$ cat config.mk
export PLATFORM = sky130hd
export DESIGN_NAME = axi256_write_arbiter_flat
export DESIGN_NICKNAME = d
export VERILOG_FILES = /design/src/rtl/axi256_ctrl_pkg.sv /design/src/rtl/axi256_write_arbiter_if.sv /design/src/rtl/axi256_id_fifo.sv /design/src/rtl/axi256_write_arbiter.sv /design/src/flat_wrapper.sv
export SDC_FILE = /design/constraint.sdc
export NUM_CORES = 1
export LEC_CHECK = 0
export ABC_AREA = 1
export CAP_MARGIN = 25
export CORE_AREA = 3 3 628 630
export DETAILED_ROUTE_END_ITERATION = 16
export DIE_AREA = 0 0 631 633
export GPL_TIMING_DRIVEN = 1
export HOLD_SLACK_MARGIN = 0.15
export PLACE_DENSITY_LB_ADDON = 0.15
export SYNTH_ARGS = -nofsm -noshare
export SYNTH_HDL_FRONTEND = slang
export SYNTH_HIERARCHICAL = 1
export SYNTH_SLANG_ARGS = --single-unit
export TNS_END_PERCENT = 5
$ cat constraint.sdc
create_clock -name clock -period 2.3 [get_ports clock]
set_input_delay 0.46 -clock clock [delete_from_list [all_inputs] [get_ports clock]]
set_output_delay 0.46 -clock clock [all_outputs]
set_load 0.03 [all_outputs]
$ cat src/rtl/axi256_ctrl_pkg.sv
// Shared types and defaults for the 256-bit AXI writer arbiter.
package axi256_ctrl_pkg;

    typedef enum logic {
        IDLE  = 1'b0,
        ISSUE = 1'b1
    } state_e;

    localparam int DEF_ADDR_W = 64;
    localparam int DEF_DATA_W = 256;

    // Width of a requester index; never narrower than one bit.
    function automatic int id_w(input int num_req);
        return (num_req > 1) ? $clog2(num_req) : 1;
    endfunction

endpackage

$ cat src/rtl/axi256_write_arbiter_if.sv
// Requester and writer-side signals of the arbiter, bundled for port use.
interface axi256_write_arbiter_if
    import axi256_ctrl_pkg::*;
#(
    parameter int NUM_REQ = 4,
    parameter int ADDR_W  = DEF_ADDR_W,
    parameter int DATA_W  = DEF_DATA_W,
    parameter int MAX_OUT = 4
);
    localparam int OUT_W = $clog2(MAX_OUT) + 1;

    logic [NUM_REQ-1:0]        req_valid;
    logic [NUM_REQ*ADDR_W-1:0] req_addr;
    logic [NUM_REQ*DATA_W-1:0] req_data;
    logic [NUM_REQ-1:0]        req_ready;
    logic [NUM_REQ-1:0]        cmp_valid;
    logic                      writer_start;
    logic [ADDR_W-1:0]         writer_addr;
    logic [DATA_W-1:0]         writer_data;
    logic                      writer_ready;
    logic                      writer_idle;
    logic                      writer_done;
    logic [OUT_W-1:0]          outstanding;
    logic                      busy;
    logic                      err_spurious;

    // master: requesters plus writer; slave: the arbiter itself
    modport master (
        output req_valid, req_addr, req_data, writer_ready, writer_idle, writer_done,
        input  req_ready, cmp_valid, writer_start, writer_addr, writer_data,
               outstanding, busy, err_spurious
    );

    modport slave (
        input  req_valid, req_addr, req_data, writer_ready, writer_idle, writer_done,
        output req_ready, cmp_valid, writer_start, writer_addr, writer_data,
               outstanding, busy, err_spurious
    );

endinterface

$ cat src/rtl/axi256_id_fifo.sv
// In-order FIFO of issuer indices for commands awaiting writer_done.
module axi256_id_fifo
    import axi256_ctrl_pkg::*;
#(
    parameter int ID_W  = 2,
    parameter int DEPTH = 4
) (
    input  logic                       clock,
    input  logic                       reset,
    input  logic                       i_push,
    input  logic [ID_W-1:0]            i_push_id,
    input  logic                       i_pop,
    output logic [ID_W-1:0]            o_head,
    output logic [$clog2(DEPTH):0]     o_count,
    output logic                       o_empty
);
    localparam int PTR_W = $clog2(DEPTH);
    localparam int CNT_W = PTR_W + 1;

    logic [ID_W-1:0]  r_mem [DEPTH];
    logic [PTR_W-1:0] r_wr_ptr;
    logic [PTR_W-1:0] r_rd_ptr;
    logic [CNT_W-1:0] r_count;

    always_ff @(posedge clock) begin
        if (i_push) r_mem[r_wr_ptr] <= i_push_id;
    end

    // DEPTH is a power of two, so pointers wrap naturally.
    always_ff @(posedge clock or negedge reset) begin
        if (!reset) begin
            r_wr_ptr <= '0;
            r_rd_ptr <= '0;
            r_count  <= '0;
        end else begin
            if (i_push) r_wr_ptr <= r_wr_ptr + 1'b1;
            if (i_pop)  r_rd_ptr <= r_rd_ptr + 1'b1;
            case ({i_push, i_pop})
                2'b10:   r_count <= r_count + 1'b1;
                2'b01:   r_count <= r_count - 1'b1;
                default: r_count <= r_count;
            endcase
        end
    end

    assign o_head  = r_mem[r_rd_ptr];
    assign o_count = r_count;
    assign o_empty = (r_count == '0);

endmodule

$ cat src/rtl/axi256_write_arbiter.sv
// Round-robin sharing of one AXI writer between NUM_REQ requesters, with
// in-order routing of writer_done back to the issuing requester.
module axi256_write_arbiter
    import axi256_ctrl_pkg::*;
#(
    parameter int NUM_REQ = 4,
    parameter int ADDR_W  = DEF_ADDR_W,
    parameter int DATA_W  = DEF_DATA_W,
    parameter int MAX_OUT = 4
) (
    input logic                   clock,
    input logic                   reset,
    axi256_write_arbiter_if.slave bus
);
    localparam int ID_W  = id_w(NUM_REQ);
    localparam int OUT_W = $clog2(MAX_OUT) + 1;

    state_e              r_state;
    logic [ID_W-1:0]     r_last_grant;
    logic [ID_W-1:0]     r_cur_id;
    logic                r_writer_start;
    logic [ADDR_W-1:0]   r_writer_addr;
    logic [DATA_W-1:0]   r_writer_data;
    logic [NUM_REQ-1:0]  r_cmp_valid;
    logic                r_err_spurious;

    logic                w_grant_vld;
    logic [ID_W-1:0]     w_grant_idx;
    logic [ADDR_W-1:0]   w_sel_addr;
    logic [DATA_W-1:0]   w_sel_data;
    logic [NUM_REQ-1:0]  w_req_ready;
    logic                w_transfer;
    logic                w_consume;
    logic                w_bypass;
    logic                w_push;
    logic                w_pop;
    logic                w_fifo_empty;
    logic [ID_W-1:0]     w_fifo_head;
    logic [OUT_W-1:0]    w_fifo_count;
    logic [OUT_W-1:0]    w_outstanding;
    logic                w_credit;

    function automatic logic [NUM_REQ-1:0] onehot(input logic [ID_W-1:0] idx);
        logic [NUM_REQ-1:0] v;
        v      = '0;
        v[idx] = 1'b1;
        return v;
    endfunction

    function automatic logic [ID_W-1:0] rr_idx(input logic [ID_W-1:0] base, input int k);
        int s;
        s = (int'(base) + k) % NUM_REQ;
        return ID_W'(s);
    endfunction

    // Search starts one past the last winner so every requester gets a turn.
    always_comb begin
        w_grant_vld = 1'b0;
        w_grant_idx = '0;
        for (int k = 1; k <= NUM_REQ; k++) begin
            if (!w_grant_vld && bus.req_valid[rr_idx(r_last_grant, k)]) begin
                w_grant_vld = 1'b1;
                w_grant_idx = rr_idx(r_last_grant, k);
            end
        end
    end

    always_comb begin
        w_sel_addr = '0;
        w_sel_data = '0;
        for (int i = 0; i < NUM_REQ; i++) begin
            if (w_grant_idx == ID_W'(i)) begin
                w_sel_addr = bus.req_addr[i*ADDR_W +: ADDR_W];
                w_sel_data = bus.req_data[i*DATA_W +: DATA_W];
            end
        end
    end

    assign w_outstanding = w_fifo_count + OUT_W'(r_state == ISSUE);
    assign w_credit      = (w_outstanding < OUT_W'(MAX_OUT));
    // No grant while reset is held, so req_ready reads 0 during reset.
    assign w_req_ready   = (reset && r_state == IDLE && w_credit && w_grant_vld)
                           ? onehot(w_grant_idx) : '0;
    assign w_transfer    = |(bus.req_valid & w_req_ready);
    assign w_consume     = (r_state == ISSUE) && bus.writer_ready;
    assign w_bypass      = w_consume && bus.writer_done && w_fifo_empty;
    assign w_push        = w_consume && !w_bypass;
    assign w_pop         = bus.writer_done && !w_fifo_empty;

    axi256_id_fifo #(
        .ID_W  (ID_W),
        .DEPTH (MAX_OUT)
    ) u_id_fifo (
        .clock     (clock),
        .reset     (reset),
        .i_push    (w_push),
        .i_push_id (r_cur_id),
        .i_pop     (w_pop),
        .o_head    (w_fifo_head),
        .o_count   (w_fifo_count),
        .o_empty   (w_fifo_empty)
    );

    always_ff @(posedge clock or negedge reset) begin
        if (!reset) begin
            r_state        <= IDLE;
            r_last_grant   <= ID_W'(NUM_REQ - 1);
            r_cur_id       <= '0;
            r_writer_start <= 1'b0;
            r_writer_addr  <= '0;
            r_writer_data  <= '0;
            r_cmp_valid    <= '0;
            r_err_spurious <= 1'b0;
        end else begin
            r_cmp_valid <= w_bypass ? onehot(r_cur_id)
                         : (w_pop ? onehot(w_fifo_head) : '0);
            if (bus.writer_done && w_fifo_empty && !w_bypass) r_err_spurious <= 1'b1;
            case (r_state)
                IDLE: begin
                    if (w_transfer) begin
                        r_state        <= ISSUE;
                        r_writer_start <= 1'b1;
                        r_writer_addr  <= w_sel_addr;
                        r_writer_data  <= w_sel_data;
                        r_cur_id       <= w_grant_idx;
                        r_last_grant   <= w_grant_idx;
                    end
                end
                ISSUE: begin
                    if (bus.writer_ready) begin
                        r_state        <= IDLE;
                        r_writer_start <= 1'b0;
                    end
                end
                default: r_state <= IDLE;
            endcase
        end
    end

    assign bus.req_ready    = w_req_ready;
    assign bus.cmp_valid    = r_cmp_valid;
    assign bus.writer_start = r_writer_start;
    assign bus.writer_addr  = r_writer_addr;
    assign bus.writer_data  = r_writer_data;
    assign bus.outstanding  = w_outstanding;
    assign bus.busy         = (w_outstanding != '0) || !bus.writer_idle;
    assign bus.err_spurious = r_err_spurious;

endmodule
$ cat src/flat_wrapper.sv
// flat-port wrapper written by rule: the top's interface ports become plain ports
module axi256_write_arbiter_flat import axi256_ctrl_pkg::*;
#(
    parameter int NUM_REQ = 4,
    parameter int ADDR_W  = DEF_ADDR_W,
    parameter int DATA_W  = DEF_DATA_W,
    parameter int MAX_OUT = 4
)
  (clock, reset, bus_req_valid, bus_req_addr, bus_req_data, bus_writer_ready, bus_writer_idle, bus_writer_done, bus_req_ready, bus_cmp_valid, bus_writer_start, bus_writer_addr, bus_writer_data, bus_outstanding, bus_busy, bus_err_spurious);
  axi256_write_arbiter_if #(.NUM_REQ(NUM_REQ), .ADDR_W(ADDR_W), .DATA_W(DATA_W), .MAX_OUT(MAX_OUT)) bus_i ();
  input logic clock;
  input logic reset;
  input wire logic [$bits(bus_i.req_valid)-1:0] bus_req_valid;
  input wire logic [$bits(bus_i.req_addr)-1:0] bus_req_addr;
  input wire logic [$bits(bus_i.req_data)-1:0] bus_req_data;
  input wire logic [$bits(bus_i.writer_ready)-1:0] bus_writer_ready;
  input wire logic [$bits(bus_i.writer_idle)-1:0] bus_writer_idle;
  input wire logic [$bits(bus_i.writer_done)-1:0] bus_writer_done;
  output wire logic [$bits(bus_i.req_ready)-1:0] bus_req_ready;
  output wire logic [$bits(bus_i.cmp_valid)-1:0] bus_cmp_valid;
  output wire logic [$bits(bus_i.writer_start)-1:0] bus_writer_start;
  output wire logic [$bits(bus_i.writer_addr)-1:0] bus_writer_addr;
  output wire logic [$bits(bus_i.writer_data)-1:0] bus_writer_data;
  output wire logic [$bits(bus_i.outstanding)-1:0] bus_outstanding;
  output wire logic [$bits(bus_i.busy)-1:0] bus_busy;
  output wire logic [$bits(bus_i.err_spurious)-1:0] bus_err_spurious;
  assign bus_i.req_valid = bus_req_valid;
  assign bus_i.req_addr = bus_req_addr;
  assign bus_i.req_data = bus_req_data;
  assign bus_i.writer_ready = bus_writer_ready;
  assign bus_i.writer_idle = bus_writer_idle;
  assign bus_i.writer_done = bus_writer_done;
  assign bus_req_ready = bus_i.req_ready;
  assign bus_cmp_valid = bus_i.cmp_valid;
  assign bus_writer_start = bus_i.writer_start;
  assign bus_writer_addr = bus_i.writer_addr;
  assign bus_writer_data = bus_i.writer_data;
  assign bus_outstanding = bus_i.outstanding;
  assign bus_busy = bus_i.busy;
  assign bus_err_spurious = bus_i.err_spurious;
  axi256_write_arbiter #(.NUM_REQ(NUM_REQ), .ADDR_W(ADDR_W), .DATA_W(DATA_W), .MAX_OUT(MAX_OUT)) u_core (.clock(clock), .reset(reset), .bus(bus_i));
endmodule
# Word level (Yosys, flattened, before mapping)
# Memories as Yosys holds them, arrays and structs flattened.
# Index checks and enable logic that the tools add are counted.
[word_totals]
ff_bits = 338
ramBits = 8
in_bits = 1289
output_inout_bits = 334
memories = 1
[op_classes]
addsub = 9
n_lt_le_gt_ge = 11
eq_ne = 7
mux = 42
bitwise_logic = 2
n_reduce_logical = 30
[memory_table]
columns = ["memory", "depth", "width", "read_ports", "rd_clocked_by_memory_dff", "write_ports", "line_no", "text"]
rows = [
  ["u_core.u_id_fifo.r_mem", 4, 2, 1, 0, 1, "axi256_id_fifo.sv:20", "logic [ID_W-1:0] r_mem [DEPTH];"],
]
[op_table]
columns = ["op", "n"]
rows = [
  ["two-way mux 256 bit", 4],
  ["two-way mux 64 bit", 4],
  ["< comparator 2 x 3 -> 1 bit (second input constant)", 7],
  ["two-way mux 1 bit", 17],
  ["logical AND 1 bit", 16],
  ["two-way mux 4 bit", 3],
  ["adder 2 x 1 -> 2 bit (second input constant)", 4],
  ["binary-select mux 1 bit (select 2 bit)", 4],
  ["two-way mux 2 bit", 4],
  ["demux 1 bit (select 2 bit)", 3],
  ["equality test 2 bit (second input constant)", 3],
  [">= comparator 2 x 1 -> 1 bit (second input constant)", 3],
  ["zero test 1 bit", 6],
  ["one-hot mux 3 bit (2 select lines)", 1],
  ["adder 2 bit (second input constant)", 2],
  ["AND 4 bit", 1],
  ["equality test 2 x 1 -> 1 bit (second input constant)", 2],
  ["one-hot mux 1 bit (2 select lines)", 2],
  ["AND reduction 2 bit", 2],
  ["OR reduction 4 bit", 1],
  ["adder 3 x 1 -> 3 bit", 1],
  ["adder 3 x 1 -> 3 bit (second input constant)", 1],
  ["zero test 3 bit", 1],
  ["< comparator 3 bit (second input constant)", 1],
  ["other kinds (8)", 8],
]

# Longest topological paths before layout
[depth]
word_depth = 22
ltp_mapped = 17
mapped_depth_nobuf = 14

# Hierarchy
# Netlist, hierarchy kept.
[by_module_without_submodules]
columns = ["module", "instances", "cells_each", "area_per_inst_um2", "seq_area_each_um2"]
rows = [
  ["axi256_write_arbiter", 1, 3323, 22352.7, 8285.4],
  ["axi256_id_fifo", 1, 71, 737.0, 415.4],
]

# Worst setup path after synthesis
# OpenSTA, ideal clock, no wires.
[synth_path]
path_type = "register to output"
start = "register u_core.r_last_grant[0]"
end = "output bus_req_ready[1]"
arrival_time_ps = 2357
path_slack_ps = -517
path_stages_with_launch = 15
path_buffers = 4
cell_sequence = "dfstp_2 > buf_6 > inv_4 > nand2_1 > nand2_1 > nand2_2 > nand2_2 > inv_2 > nand2_1 > nand2_2 > nand3_4 > buf_6 > buf_6 > buf_6 > nor3_1"
[synth_via]
elab_chain_cells = 18
elab_cells_between_ends = 33
classes_between = "4 x add/sub; 2 x order compare; 19 x mux; 8 x reduce/logical"
[synth_lines]
columns = ["item", "line_no", "text"]
rows = [
  ["from (decl)", "axi256_write_arbiter.sv:19", "logic [ID_W-1:0] r_last_grant;"],
  ["from (signal assigned)", "axi256_write_arbiter.sv:107", "r_last_grant <= ID_W'(NUM_REQ - 1);"],
  ["from (signal assigned)", "axi256_write_arbiter.sv:126", "r_last_grant <= w_grant_idx;"],
  ["adder 2 x 1 -> 2 bit", "axi256_write_arbiter.sv:52", "s = (int'(base) + k) % NUM_REQ;"],
  ["binary-select mux 1 bit (select 2 bit)", "axi256_write_arbiter.sv:61", "if (!w_grant_vld && bus.req_valid[rr_idx(r_last_grant, k)]) begin"],
  ["two-way mux 1 bit (implied by the code)", "axi256_write_arbiter.sv:61", ""],
  ["two-way mux 1 bit", "axi256_write_arbiter.sv:61", ""],
  ["zero test 1 bit", "axi256_write_arbiter.sv:61", ""],
  ["logical AND 1 bit", "axi256_write_arbiter.sv:61", ""],
  ["two-way mux 1 bit", "axi256_write_arbiter.sv:61", ""],
  ["zero test 1 bit", "axi256_write_arbiter.sv:61", ""],
  ["[... 2 more ...]", "--", ""],
  ["zero test 1 bit", "axi256_write_arbiter.sv:61", ""],
  ["logical AND 1 bit", "axi256_write_arbiter.sv:61", ""],
  ["two-way mux 2 bit", "axi256_write_arbiter.sv:61", ""],
  ["< comparator 2 x 3 -> 1 bit (implied by the code) or >= comparator 2 x 1 -> 1 bit (tied branches)", "axi256_write_arbiter.sv:46", "v[idx] = 1'b1;"],
  ["logical AND 1 bit (implied by the code)", "axi256_write_arbiter.sv:46", ""],
  ["two-way mux 1 bit (implied by the code)", "axi256_write_arbiter.sv:46", ""],
  ["demux 1 bit (select 2 bit)", "--", ""],
  ["two-way mux 4 bit (*)", "axi256_write_arbiter.sv:83", "? onehot(w_grant_idx) : '0;"],
  ["to (decl)", "flat_wrapper.sv:19", "output wire logic [$bits(bus_i.req_ready)-1:0] bus_req_ready;"],
]
# Mark *: on every way between the ends. The rest lies on a longest branch, timed or not. The select of a mux whose other input is x is not followed.

# Worst setup path in the final report
# Same ends and word-level chain as after synthesis.

==> flow_metrics.env <==
export IMPL_grt_pass1_wl_mm=396.0
export IMPL_via_per_inst=3.226
export IMPL_fin_nets=6520
export IMPL_fmax_ghz=0.2895
export IMPL_ys_seq_area_frac=0.3768
export IMPL_synth_most_common_cell="nand2_1"
export IMPL_drtAntennaViolNets=0
export IMPL_worst_slew_pin_slew_ns=0.9363
export IMPL_p_leak_nw=21.15
export IMPL_gp_congestion=0.8904
export IMPL_ys_ff_latch=346
export IMPL_rows=229
export IMPL_synth_ff_type="dfrtp_1"
export IMPL_yosysTopAreaCellShare=0.3641
export IMPL_fp_dieW_um=631
export IMPL_critPathMaxFanout=12
export IMPL_yosysWarningCount=6
export IMPL_antenna_found_initial=147
export IMPL_fillers=45063
export IMPL_netlist_top_cells_count="1345 x nand2_1, 965 x nand3_1, 336 x dfrtp_1, 322 x nand4_1, 158 x buf_2"
export IMPL_setup_viol=400
export IMPL_status="finished with violations"
export IMPL_cts_root_buf="clkbuf_16"
export IMPL_power_total_mw=111.5
export IMPL_routedWlPerCell_um=30.63
export IMPL_cts_sinks=346
export IMPL_cap_violations=0
export IMPL_tns_ns=-198.25
export IMPL_finalHoldViolCount=0
export IMPL_slew_headroom=0.3758
export IMPL_drt_first_pass_iters=6
export IMPL_detailroute_via_count=33812
export IMPL_grt_max_degree=90
export IMPL_end_kind="output port"
export IMPL_insertion_delay_ns=0.72
export IMPL_final_util=0.1339
export IMPL_grt_pass1_vias=35316
export IMPL_port_buffers=1622
export IMPL_min_path_type="input port to register"
export IMPL_cp_start_kind="register"
export IMPL_dp_slack_ns=-1.204
export IMPL_setup_ws_ns=-1.154
export IMPL_cts_tree="yes"
export IMPL_async_reset_ff_frac=0.9769
export IMPL_dieArea_mm2=0.3994
export IMPL_rsz0062_at_grt="true"
export IMPL_failed_checks="setup timing"
export IMPL_cts_htree_levels=2
export IMPL_syn_avg_cell_area_um2=6.803
export IMPL_gr_total_overflow=0
export IMPL_p_per_area_mw_per_mm2=2140
export IMPL_area_delta_synth_final_pct=125.7
export IMPL_synth_edf_count=8
export IMPL_grt_usage=0.1518
export IMPL_cts_buffers=59
export IMPL_layout_min_cycle_time_ns=3.454
export IMPL_clk_pin_slew_ns=0.06
export IMPL_start_util=0.05934
export IMPL_ir_drop_v=0.0009883
export IMPL_synth_fp_nets=4691
export IMPL_synth_area_top_cells="dfrtp_1 36%, nand2_1 22%, nand3_1 21%, nand4_1 8.7%, buf_2 3.4%"
export IMPL_drive_gt1_frac=0.1703
export IMPL_final_setup_skew_ns=0.02759
export IMPL_finalCritPeriodShare=1.502
export IMPL_yosys_area_top_type="dfrtp_1"
export IMPL_die_h_um=633
export IMPL_critical_path_class="register to output port"
export IMPL_cts_buffer_depth=3
export IMPL_dp_hpwl_mm=276.4
export IMPL_syn_area_mm2=0.02309
export IMPL_critPathRequiredTime_ns=1.84
export IMPL_drc_errors=0
export IMPL_wl_mm=321.0
export IMPL_drt_initial_drc_count=2065
export IMPL_synthCells=3394
export IMPL_arrival_ns=2.99
export IMPL_synth_cell_types=31
export IMPL_fp_coreArea_mm2=0.3891
export IMPL_ios=1623
export IMPL_slew_viol_final=0
## where the power goes
part           switching [mW]  internal (mW)  total (mW)
Combinational            56.3           34.1        90.4
Sequential               2.06           8.97        11.0
Clock                    4.02           6.04        10.1
## what timing repair did
action | in CTS | in global routing
setup buffers | 24 | 38
hold endpoints to repair | 17 | 0
gates cloned | 3 | 13
gates resized for setup | 107 | 227
pin swaps | 79 | 182
hold buffers | 1 | 0
endpoints found under the setup margin | 500 | 502
## final timing paths
kind	slack (ns)	cells past startpoint	from	endpoint
setup / recovery	-1.15	14	u_core/r_last_grant[0]$_DFFE_PN1P_	bus_req_ready[1]
hold / removal	0.42	5	bus_req_data[488]	u_core/bus.writer_data[232]$_DFFE_PN0P_
setup reg to reg	-0.81	20	u_core/r_last_grant[0]$_DFFE_PN1P_	u_core/bus.writer_data[237]$_DFFE_PN0P_
hold reg to reg	0.48	2	u_core/bus.writer_data[108]$_DFFE_PN0P_	u_core/bus.writer_data[108]$_DFFE_PN0P_
max in group asynchronous	0.60	4	reset	u_core/bus.writer_data[0]$_DFFE_PN0P_
min in group asynchronous	0.49	3	reset	u_core/bus.writer_data[101]$_DFFE_PN0P_
## cell usage in the layout, fill, tap and decap left out, types with 2 or more instances in the layout
| cell type | synthesis | final |
|---|---|---|
| xor2_1 | 4 | 3 |
| buf_12 | 0 | 100 |
| dfrtp_1 | 336 | 336 |
| buf_8 | 0 | 11 |
| nand3_1 | 965 | 911 |
| clkdlybuf4s50_1 | 0 | 1441 |
| nand2_1 | 1345 | 1266 |
| inv_1 | 32 | 30 |
| buf_4 | 36 | 426 |
| buf_6 | 49 | 61 |
| nor3_4 | 0 | 4 |
| diode_2 | 0 | 16 |
| nand3_2 | 3 | 50 |
| nor2_4 | 3 | 5 |
| bufbuf_16 | 0 | 2 |
| o211ai_1 | 4 | 4 |
| dfstp_2 | 2 | 2 |
| nand3_4 | 1 | 8 |
| nand2_4 | 0 | 6 |
| nand4_1 | 322 | 322 |
| edfxtp_1 | 8 | 8 |
| nor2_1 | 8 | 6 |
| bufinv_16 | 0 | 10 |
| dlymetal6s2s_1 | 0 | 12 |
| clkinvlp_4 | 0 | 5 |
| clkbuf_16 | 0 | 73 |
| clkbuf_8 | 0 | 6 |
| o21ai_0 | 6 | 6 |
| inv_4 | 1 | 4 |
| inv_6 | 0 | 2 |
| buf_16 | 0 | 22 |
| clkinv_2 | 0 | 8 |
| nand2_2 | 6 | 78 |
| clkbuf_1 | 53 | 7 |
| clkinv_1 | 1 | 4 |
| o32ai_1 | 4 | 4 |
| ha_1 | 7 | 5 |
| clkinv_4 | 0 | 3 |
## layer usage
layer | track usage | vias to the layer above | share of wire | routed length, um
li1 | - | 15326 | - | -
met1 | 0.1670 | 16563 | 0.38 | 122600
met2 | 0.2541 | 1420 | 0.47 | 149900
met3 | 0.08895 | 381 | 0.13 | 41570
met4 | 0.02569 | 122 | 0.019 | 6142
met5 | 0 | - | 0.0025 | 802
## logic make-up (layout without fill, tap and decap cells)
group                      Yosys count  count (layout)  synth area share
AOI/OAI and AO/OA                   17              17          0.004877
xor gates and xnor gates             5               5          0.001897
adders and majority gates            8               8          0.004660
buffers and inverters              358            2232           0.08865
DFF                                346             346            0.3768
other                                0              16                 0
and+or+nand+nor                   2660            2660            0.5231
## sequential cells by signal (all words and copies together), names as in the netlist
register / flops
u_core/r_state: 1
u_core/bus.writer_start: 1
u_core/u_id_fifo/r_wr_ptr: 2
u_core/bus.err_spurious: 1
u_core/bus.writer_data: 256
u_core/r_cur_id: 2
u_core/u_id_fifo/r_mem: 8
u_core/u_id_fifo/o_count: 3
u_core/bus.cmp_valid: 4
u_core/u_id_fifo/r_rd_ptr: 2
u_core/r_last_grant: 2
u_core/bus.writer_addr: 64
## critical path: stages (launching register included)
cell	delay, ns
dfstp_2	0.64
inv_4	0.08
nand2_1	0.08
nand2_2	0.08
buf_4	0.14
nand2_1	0.06
nand2_2	0.10
nand3_4	0.11
buf_4	0.12
nand3_4	0.09
buf_12	0.16
buf_8	0.15
buf_12	0.15
nor3_4	0.12
buf_6	0.15
## through the flow
step / area (um^2) / hold slack (ns) / std cells
after floorplan: 23130 / 0.1644 / 3394
after global placement: 47760 / 0.4648 / 10281
after detailed placement: 47760 / 0.4653 / 10281
after CTS: 50550 / 0.2962 / 10415
after global routing: 52070 / 0.3796 / 10468
final: 52110 / 0.4165 / 10481
## cell type report
class	instances	area (um^2)	share of cell area
antenna	16	40.04	0.0007684
multi-input combinational	2690	13010	0.2497
timing repair buffer	2090	21640	0.4153
sequential	346	8701	0.1670
tap	5197	6502	0.1248
clock buffer	73	1610	0.03090
clock inverter	33	452.9	0.008693
inverter	36	152.6	0.002930
Note: power is estimated with default switching activity, not from simulation.
